## src/rtl/pll_lock_monitor_if.sv

```systemverilog
// rtl/pll_lock_monitor_if.sv - PLL lock monitor status interface
// Carries the lock input and the qualified reset / status outputs.
`timescale 1ns/1ps
interface pll_lock_monitor_if;
    logic       pll_lock;
    logic       rst_out_n;
    logic [7:0] lock_lost_cnt;
    logic [2:0] led_out;

    modport master (
        output pll_lock,
        input  rst_out_n,
        input  lock_lost_cnt,
        input  led_out
    );

    modport slave (
        input  pll_lock,
        output rst_out_n,
        output lock_lost_cnt,
        output led_out
    );
endinterface

```

## src/rtl/pll_lock_monitor.sv

```systemverilog
// rtl/pll_lock_monitor.sv - PLL lock qualifier producing a debounced downstream reset
// Optional lock-loss counter enabled by macro PLL_LOCK_LOSS_CNT_EN.
`timescale 1ns/1ps
module pll_lock_monitor #(
    parameter int STABLE_CYCLES = 1024,
    parameter int HOLD_CYCLES   = 16,
    parameter int BLINK_DIV     = 4194304
) (
    input logic               clk_in,
    input logic               rst_n,
    pll_lock_monitor_if.slave mon
);
    localparam logic [1:0] WAIT_LOCK = 2'd0;
    localparam logic [1:0] STABILIZE = 2'd1;
    localparam logic [1:0] RUN       = 2'd2;
    localparam logic [1:0] LOST      = 2'd3;

    localparam logic [15:0] STABLE_LAST = 16'(STABLE_CYCLES - 1);
    localparam logic [15:0] HOLD_LAST   = 16'(HOLD_CYCLES - 1);
    localparam logic [23:0] BLINK_LAST  = 24'(BLINK_DIV - 1);

    logic        sync1;
    logic        lock_s;
    logic [1:0]  state;
    logic [1:0]  state_nxt;
    logic [15:0] cnt;
    logic [15:0] cnt_nxt;
    logic [23:0] blink_cnt;
    logic        blink;
    logic        rst_q;
    logic        acquiring_nxt;
    logic [7:0]  lost_cnt;

    always_comb begin
        state_nxt = state;
        cnt_nxt   = cnt;
        case (state)
            WAIT_LOCK: begin
                if (lock_s) begin
                    state_nxt = STABILIZE;
                    cnt_nxt   = 16'd0;
                end
            end
            STABILIZE: begin
                if (!lock_s) begin
                    state_nxt = WAIT_LOCK;
                    cnt_nxt   = 16'd0;
                end else if (cnt == STABLE_LAST) begin
                    state_nxt = RUN;
                    cnt_nxt   = 16'd0;
                end else begin
                    cnt_nxt = cnt + 16'd1;
                end
            end
            RUN: begin
                if (!lock_s) begin
                    state_nxt = LOST;
                    cnt_nxt   = 16'd0;
                end
            end
            default: begin
                // LOST holds off re-qualification regardless of lock_s
                if (cnt == HOLD_LAST) begin
                    state_nxt = WAIT_LOCK;
                    cnt_nxt   = 16'd0;
                end else begin
                    cnt_nxt = cnt + 16'd1;
                end
            end
        endcase
    end

    assign acquiring_nxt = (state_nxt == WAIT_LOCK) || (state_nxt == STABILIZE);

    always_ff @(posedge clk_in) begin
        if (!rst_n) begin
            sync1     <= 1'b0;
            lock_s    <= 1'b0;
            state     <= WAIT_LOCK;
            cnt       <= 16'd0;
            blink_cnt <= 24'd0;
            blink     <= 1'b0;
            rst_q     <= 1'b0;
        end else begin
            sync1  <= mon.pll_lock;
            lock_s <= sync1;
            state  <= state_nxt;
            cnt    <= cnt_nxt;
            rst_q  <= (state_nxt == RUN);
            if (!acquiring_nxt) begin
                blink_cnt <= 24'd0;
                blink     <= 1'b0;
            end else if (blink_cnt == BLINK_LAST) begin
                blink_cnt <= 24'd0;
                blink     <= ~blink;
            end else begin
                blink_cnt <= blink_cnt + 24'd1;
            end
        end
    end

`ifdef PLL_LOCK_LOSS_CNT_EN
    always_ff @(posedge clk_in) begin
        if (!rst_n) begin
            lost_cnt <= 8'd0;
        end else if (state == RUN && state_nxt == LOST && lost_cnt != 8'hff) begin
            lost_cnt <= lost_cnt + 8'd1;
        end
    end
`else
    assign lost_cnt = 8'd0;
`endif

    assign mon.rst_out_n     = rst_q;
    assign mon.lock_lost_cnt = lost_cnt;
    assign mon.led_out       = {(lost_cnt != 8'd0), blink, rst_q};
endmodule

```

## src/flat_wrapper.sv

```systemverilog
// flat-port wrapper written by rule: the top's interface ports become plain ports
module pll_lock_monitor_flat 
#(
    parameter int STABLE_CYCLES = 1024,
    parameter int HOLD_CYCLES   = 16,
    parameter int BLINK_DIV     = 4194304
)
  (clk_in, rst_n, mon_pll_lock, mon_rst_out_n, mon_lock_lost_cnt, mon_led_out);
  pll_lock_monitor_if mon_i ();
  input logic clk_in;
  input logic rst_n;
  input wire logic [$bits(mon_i.pll_lock)-1:0] mon_pll_lock;
  output wire logic [$bits(mon_i.rst_out_n)-1:0] mon_rst_out_n;
  output wire logic [$bits(mon_i.lock_lost_cnt)-1:0] mon_lock_lost_cnt;
  output wire logic [$bits(mon_i.led_out)-1:0] mon_led_out;
  assign mon_i.pll_lock = mon_pll_lock;
  assign mon_rst_out_n = mon_i.rst_out_n;
  assign mon_lock_lost_cnt = mon_i.lock_lost_cnt;
  assign mon_led_out = mon_i.led_out;
  pll_lock_monitor #(.STABLE_CYCLES(STABLE_CYCLES), .HOLD_CYCLES(HOLD_CYCLES), .BLINK_DIV(BLINK_DIV)) u_core (.clk_in(clk_in), .rst_n(rst_n), .mon(mon_i));
endmodule
```

## config.mk

```make
export PLATFORM = sky130hd
export DESIGN_NAME = pll_lock_monitor_flat
export DESIGN_NICKNAME = d
export VERILOG_FILES = /design/src/rtl/pll_lock_monitor_if.sv /design/src/rtl/pll_lock_monitor.sv /design/src/flat_wrapper.sv
export SDC_FILE = /design/constraint.sdc
export NUM_CORES = 1
export LEC_CHECK = 0
export CAP_MARGIN = 20
export CORE_MARGIN = 5
export CORE_UTILIZATION = 30
export CTS_CLUSTER_DIAMETER = 40
export DETAILED_ROUTE_END_ITERATION = 8
export GPL_ROUTABILITY_DRIVEN = 0
export GPL_TIMING_DRIVEN = 0
export PLACE_DENSITY = 0.48
export RECOVER_POWER = 25
export SYNTH_ARGS = -nofsm -noshare
export SYNTH_HDL_FRONTEND = slang
export SYNTH_SLANG_ARGS = --single-unit
export TNS_END_PERCENT = 20
```

## constraint.sdc

```tcl
create_clock -name clk_in -period 4.85 [get_ports clk_in]
set_clock_uncertainty 0.05 [all_clocks]
set_input_delay 0.485 -clock clk_in [delete_from_list [all_inputs] [get_ports clk_in]]
set_output_delay 0.485 -clock clk_in [all_outputs]
set_load 0.03 [all_outputs]
```

==> results of run 1 <==
-- synth_stat cells, types with 3 or more instances --
| library cell | number | area (um2) |
|---|---|---|
| a211oi_1 | 3 | 22.5 |
| a21boi_0 | 3 | 22.5 |
| and2_1 | 4 | 25.0 |
| and3_1 | 4 | 25.0 |
| and4_1 | 7 | 61.3 |
| buf_2 | 3 | 15.0 |
| buf_4 | 11 | 82.6 |
| buf_6 | 3 | 33.8 |
| clkbuf_1 | 3 | 11.3 |
| dfxtp_1 | 46 | 921 |
| inv_1 | 6 | 22.5 |
| nand2_1 | 20 | 75.1 |
| nand3_1 | 14 | 70.1 |
| nand4_1 | 8 | 50.1 |
| nor2_1 | 49 | 184 |
| nor2b_1 | 6 | 37.5 |
| nor3_1 | 6 | 30.0 |
| nor4_1 | 4 | 25.0 |
| o21ai_0 | 3 | 15.0 |
| xnor2_1 | 17 | 149 |
| xor2_1 | 19 | 166 |
-- power by group through the flow --
stage	sequential, W	combinational, W	clock [W]
after global placement	0.000391	0.0000387	0
after floorplan	0.000391	0.0000316	0
after CTS	0.000382	0.0000390	0.000246
after global routing	0.000383	0.0000427	0.000255
final	0.000382	0.0000381	0.000231
after detailed placement	0.000391	0.0000387	0
-- flip-flops by register name, summed over array words and instances (netlist names) --
| signal | flops |
|---|---|
| u_core.cnt | 16 |
| u_core.state | 2 |
| u_core.mon.rst_out_n | 1 |
| u_core.lock_s | 1 |
| u_core.blink | 1 |
| u_core.sync1 | 1 |
| u_core.blink_cnt | 24 |
-- how the worst max path moves through the flow --
stage                                    from                   end  slack, ns  cells past startpoint
after detailed placement        u_core.cnt[0]        u_core.cnt[12]       2.73                      7
after CTS                       u_core.cnt[0]         u_core.cnt[7]       2.71                      7
after floorplan           u_core.blink_cnt[2]  u_core.blink_cnt[14]       3.12                      7
after global placement          u_core.cnt[0]         u_core.cnt[7]       2.72                      7
final                           u_core.cnt[0]         u_core.cnt[7]       2.70                      7
after global routing            u_core.cnt[0]         u_core.cnt[7]       2.53                      7
-- final cells by class --
type	count	area (um2)
multi-input combinational	195	1170
inverter	6	22.5
clock inverter	2	13.8
tap	99	124
fill	770	4730
sequential	46	921
buffer	20	143
timing repair buffer	5	50.0
clock buffer	6	72.6
-- logic make-up (layout without fill, tap and decap cells) --
group                      after synthesis  count (layout)  share of synthesized area (%)
AOI/OAI and AO/OA                       20              20                           6.55
xor gates and xnor gates                36              36                           14.1
adders and majority gates                2               2                           1.12
buffers and inverters                   26              39                           7.39
DFF                                     46              46                           41.2
other                                    1               9                          0.168
and+or+nand+nor                        128             128                           29.5
-- placed cells by master, fill, tap and decap left out, drive strengths merged --
| master | instances |
|---|---|
| a21oi | 2 |
| buf | 17 |
| nand2 | 20 |
| clkinv | 2 |
| and4b | 2 |
| clkdlybuf4s50 | 1 |
| and3 | 4 |
| o2111a | 1 |
| ha | 2 |
| nor2 | 49 |
| o21ai | 3 |
| o22ai | 2 |
| xor2 | 19 |
| inv | 6 |
| o31a | 1 |
| nor4bb | 1 |
| o2111ai | 1 |
| dfxtp | 46 |
| nor4 | 4 |
| nor2b | 6 |
| and2 | 4 |
| clkbuf | 9 |
| or4 | 1 |
| nand4 | 10 |
| nor3 | 6 |
| a21boi | 3 |
| o311a | 1 |
| and4 | 7 |
| a21bo | 1 |
| conb | 9 |
| dlygate4sd3 | 4 |
| o211ai | 1 |
| nand3 | 14 |
| o31ai | 1 |
| xnor2 | 17 |
| a211oi | 3 |
-- worst max-delay path: stages (launching register included) --
cell      delay (ns)
dfxtp_1         0.36
ha_1            0.25
and4b_1         0.21
and4_1          0.18
nor2_1          0.43
o211ai_1        0.26
buf_2           0.24
nor2_1          0.11
-- metrics by stage --
| stage | power [W] | hold WS (ns) | setup slack (ns) | std cells |
|---|---|---|---|---|
| 2_1_floorplan | 0.000422 | 0.361 | 3.12 | 267 |
| 3_3_place_gp | 0.000430 | 0.367 | 2.72 | 371 |
| 3_5_place_dp | 0.000430 | 0.369 | 2.73 | 371 |
| 4_1_cts | 0.000667 | 0.399 | 2.71 | 379 |
| 5_1_grt | 0.000681 | 0.417 | 2.53 | 379 |
| 6_report | 0.000651 | 0.394 | 2.70 | 379 |
-- layer usage --
layer / share of wire [%] / vias up / wire length, um / GRT usage, %
met1: 51 / 748 / 2030 / 12.1
met4: 0.73 / 0 / 29 / 3.86
met2: 45 / 12 / 1810 / 15.0
met3: 3.0 / 2 / 120 / 2.58
met5: 0 / - / 0 / 0
li1: - / 900 / - / -
==> out/qor.yml, run 1 <==
floorplanning:
  start_util_pct: 30.8
  dieArea_um2: 9270
  core_um2: 7250
  io-pin-count: 15
  die-width_um: 96.3
  fp.dieH_um: 96.3
  std_cell_rows: 31
routing:
  detail-route-antenna-nets: 0
  drt-total-wl_um: 3990
  drc_errors: 0
  drt_first_pass_iters: 4
  vias_per_cell: 4.39
  drt_first_iter_violations: 33
  wl_per_cell_um: 10.5
  vias: 1662
cells_and_area:
  drive_above_1_share_pct: 9.64
  layout.nets: 284
  design_area_um2: 2520
  final_util_pct: 34.7
  area_delta_synth_final_pct: 12.7
  n_antenna_cell: 0
cts:
  clockRootBuffer: "clkbuf_8"
  cts_buffers: 5
  post-cts-setup-buffer-count: 0
  clk_latency_ns: 0.29
  ctsLongestPathBuffers: 2
  clock-sinks: 46
  htree_levels: 2
  cts_resized: 0
  cts_hold_buffers: 0
  path_clk_slew_ns: 0.09
  cts_tree: "built"
worst_hold_path:
  hold_path.class: "register to register"
  min_from: "u_core.blink_cnt[0]"
  hold_end: "u_core.blink_cnt[0]"
  hold_depth: 1
setup_path:
  crit_required_ns: 5.04
  path_max_fanout: 10
  arrival_ns: 2.34
  r2r_cells: 7
  crit_path_end_kind: "register"
  reg2reg_from: "u_core.cnt[0]"
  worst_setup_path_start_kind: "register"
  crit_type: "register to register"
  r2r-end: "u_core.cnt[7]"
  reg2reg_setup_slack_ns: 2.70
power:
  ir_drop_uv: 93.0
  power.leakage_nw: 0.939
  netSwitchingFraction_pct: 23.9
  power_frac_seq_pct: 58.7
  power_density_nw_per_um2: 259
  combPwrFrac_pct: 5.9
  p_int_w: 0.000496
  switchingPower_w: 0.000155
  pwr-share-clk_pct: 35.5
placed_design:
  place_area_um2: 2440
  port_buffers: 5
  hpwl_um: 2820
logic_synthesis:
  synth_cells: 259
  synth-async-reset-ratio_pct: 0
  synth_area_per_cell_um2: 8.63
  yosysSeqAreaShare_pct: 41.2
  ys.flop_type: "dfxtp_1"
  synth_seq_cells: 46
  netlist-cell-type-count: 37
  synth_edf_count: 0
  synthesis.area_um2: 2230
  ys_warn_count: 0
global_routing:
  grt_max_degree: 15
  grt_overflow: 0
  grt_pass1_wl_um: 6910
  grtUsageTotal_pct: 9.47
  antenna_found_initial: 0
  grt_pass1_vias: 1576
run_status:
  outcome: "finished, final reports clean"
timing:
  period_needed_ns: 2.15
  setup_violations: 0
  relSlewSlack_pct: 51.4
  report.final.slew_viol_count: 0
  finalSetupTns_ns: 0
  clock.fmax_ghz: 0.465
  min_period_over_period_pct: 44.3
  rsz0062_at_grt: "false"
  worst_slew_pin_slew_ns: 0.724
  finalHoldViolations: 0
flow_run:
  drv_cap: 0
Note: power is estimated with default switching activity, not from simulation.
==> run 2, diff against run 1 <==
- clock period: 4.85 -> 2.1 ns (I/O delays scaled with it)
==> out/qor.yml, run 2 (synthesized netlist as in run 1, its figures left out) <==
run_status:
  outcome: "finished, final reports clean"
setup_path:
  critPathTopFamily: "simple AND/OR/NAND/NOR gates"
  crit_type: "register to register"
  arrival_ns: 2.08  # -0.26 ns
  reg2reg_from: "u_core.cnt[0]"
  crit_chain: "ha_1 > and4b_1 > and4_1 > nor2_2 > o211ai_1 > buf_4 > nor2_1"
  r2r-end: "u_core.cnt[13]"
  crit_path_end_kind: "register"
  r2r_cells: 7  # unchanged
  path_max_fanout: 10  # unchanged
  max_stage_delay_ns: 0.42  # about the same
  worst_setup_path_start_kind: "register"
  worst-path-buf-inv: 1  # unchanged
  critPathSlowestCell: "dfxtp_1"
  reg2reg_setup_slack_ns: 0.17  # -2.53 ns
  crit_required_ns: 2.25  # -2.79 ns
floorplanning:
  io-pin-count: 15  # unchanged
  start_util_pct: 30.8  # unchanged
  core_um2: 7250  # unchanged
  dieArea_um2: 9270  # unchanged
  die-width_um: 96.3  # unchanged
  std_cell_rows: 31  # unchanged
  fp.dieH_um: 96.3  # unchanged
routing:
  drt-total-wl_um: 4010  # +0.55%
  vias: 1665  # +0.18%
  wl_per_cell_um: 10.6  # +0.55%
  detail-route-antenna-nets: 0  # unchanged
  vias_per_cell: 4.39  # +0.18%
  drc_errors: 0  # unchanged
  drt_first_pass_iters: 4  # unchanged
  drt_first_iter_violations: 34  # +3.0%
cells_and_area:
  reg_top3: "u_core.blink_cnt: 24 flops, u_core.cnt: 16 flops, u_core.state: 2 flops"
  largest_reg_flops: 24  # unchanged
  drive_above_1_share_pct: 11.1  # +1.4 points
  seqCellArea_um2: 921  # unchanged
  multiInputGateArea_um2: 1190  # +1.2%
  regMostFlops: "u_core.blink_cnt"
  final_util_pct: 35.0  # +0.28 points
  fill_cells: 770  # unchanged
  layout.nets: 284  # unchanged
  n_antenna_cell: 0  # unchanged
  final_cell_mix: "nor2_1, dfxtp_1, nand2_1, xor2_1, xnor2_1"
  area_delta_synth_final_pct: 13.6
  final_common_cell: "nor2_1"
timing:
  report.final.slew_viol_count: 0  # unchanged
  period_needed_ns: 1.93  # -0.217 ns
  finalSetupTns_ns: 0  # unchanged
  min_period_over_period_pct: 92.1  # +48 points
  finalHoldViolations: 0  # unchanged
  rsz0062_at_grt: "false"
  setup_slack_ns: 0.167  # -2.53 ns
  clock.fmax_ghz: 0.517  # +11%
  setup_violations: 0  # unchanged
worst_hold_path:
  hold_depth: 1  # unchanged
  hold_end: "u_core.blink_cnt[0]"
  min_from: "u_core.blink_cnt[0]"
  hold_path.class: "register to register"
power:
  ir_drop_uv: 215  # +130%
  power_frac_seq_pct: 58.5  # -0.2 points
  netSwitchingFraction_pct: 24.0  # +0.11 points
  power.leakage_nw: 0.944  # +0.49%
  power_density_nw_per_um2: 595  # +130%
  pwr-share-clk_pct: 35.4  # about the same
  switchingPower_w: 0.000362  # +130%
  combPwrFrac_pct: 6.1  # +0.2 points
  p_int_w: 0.00115  # +130%
cts:
  ctsLongestPathBuffers: 2  # unchanged
  path_clk_slew_ns: 0.09  # about the same
  clockRootBuffer: "clkbuf_8"
  cts_hold_buffers: 0  # unchanged
  cts_tree: "built"
  htree_levels: 2  # unchanged
  clock-sinks: 46  # unchanged
  clk_latency_ns: 0.29  # about the same
  cts_buffers: 5  # unchanged
global_routing:
  grt_pass1_wl_um: 6910  # unchanged
  grt_pass1_vias: 1576  # unchanged
  grtUsageTotal_pct: 9.47  # unchanged
  antenna_found_initial: 0  # unchanged
  grt_overflow: 0  # unchanged
  grt_max_degree: 15  # unchanged
placed_design:
  post-place-ws_ns: -0.0188  # -2.75 ns
  port_buffers: 5  # unchanged
  hpwl_um: 2820  # unchanged
flow_run:
  drv_cap: 0  # unchanged
-- run 2: changes by cell type in the layout (fill, tap and decap cells not counted), sizes merged --
cell and change:
buf +1, clkbuf -1
-- run 2: final cells by class --
type	count	share of cell area, %
multi-input combinational	195	46.7
sequential	46	36.3
buffer	19	5.57
tap	99	4.88
clock buffer	6	2.86
timing repair buffer	6	2.27
inverter	6	0.887
clock inverter	2	0.542
-- run 2: stage by stage --
step / total power, W / cells / hold WS [ns] / area (um2)
after floorplan: 0.000976 / 267 / 0.287 / 2260
after global placement: 0.000993 / 371 / 0.367 / 2440
after detailed placement: 0.000993 / 371 / 0.369 / 2440
after CTS: 0.00154 / 379 / 0.399 / 2530
after global routing: 0.00158 / 379 / 0.417 / 2540
final: 0.00151 / 379 / 0.394 / 2540
-- run 2: per-layer routing --
| metal | GRT usage, % | up-vias | part of all wire, % |
|---|---|---|---|
| li1 | - | 896 | - |
| met1 | 12.1 | 754 | 52 |
| met2 | 15.0 | 9 | 44 |
| met3 | 2.58 | 6 | 2.4 |
| met4 | 3.86 | 0 | 1.4 |
| met5 | 0 | - | 0 |
-- run 2: timing repair --
action                     CTS  global route
buffers inserted             0             1
pin swaps                    0             1
setup endpoints to repair   10            30
resized for setup            1             3
-- run 2: how the worst max path moves through the flow --
stage                         from              endpoint  slack, ns  cells past startpoint
2_1_floorplan  u_core.blink_cnt[2]  u_core.blink_cnt[14]       0.37                      7
3_3_place_gp         u_core.cnt[0]         u_core.cnt[7]      -0.03                      7
3_5_place_dp         u_core.cnt[0]        u_core.cnt[12]      -0.02                      7
4_1_cts              u_core.cnt[0]         u_core.cnt[7]       0.02                      7
5_1_grt              u_core.cnt[0]  u_core.blink_cnt[19]       0.04                      7
6_report             u_core.cnt[0]        u_core.cnt[13]       0.17                      7
-- run 2: power groups by stage --
| stage | registers (W) | logic [W] | clock network (W) |
|---|---|---|---|
| 5_1_grt | 0.000884 | 0.000102 | 0.000589 |
| 3_5_place_dp | 0.000904 | 0.0000895 | 0 |
| 2_1_floorplan | 0.000903 | 0.0000730 | 0 |
| 4_1_cts | 0.000883 | 0.0000901 | 0.000568 |
| 3_3_place_gp | 0.000903 | 0.0000894 | 0 |
| 6_report | 0.000883 | 0.0000917 | 0.000535 |
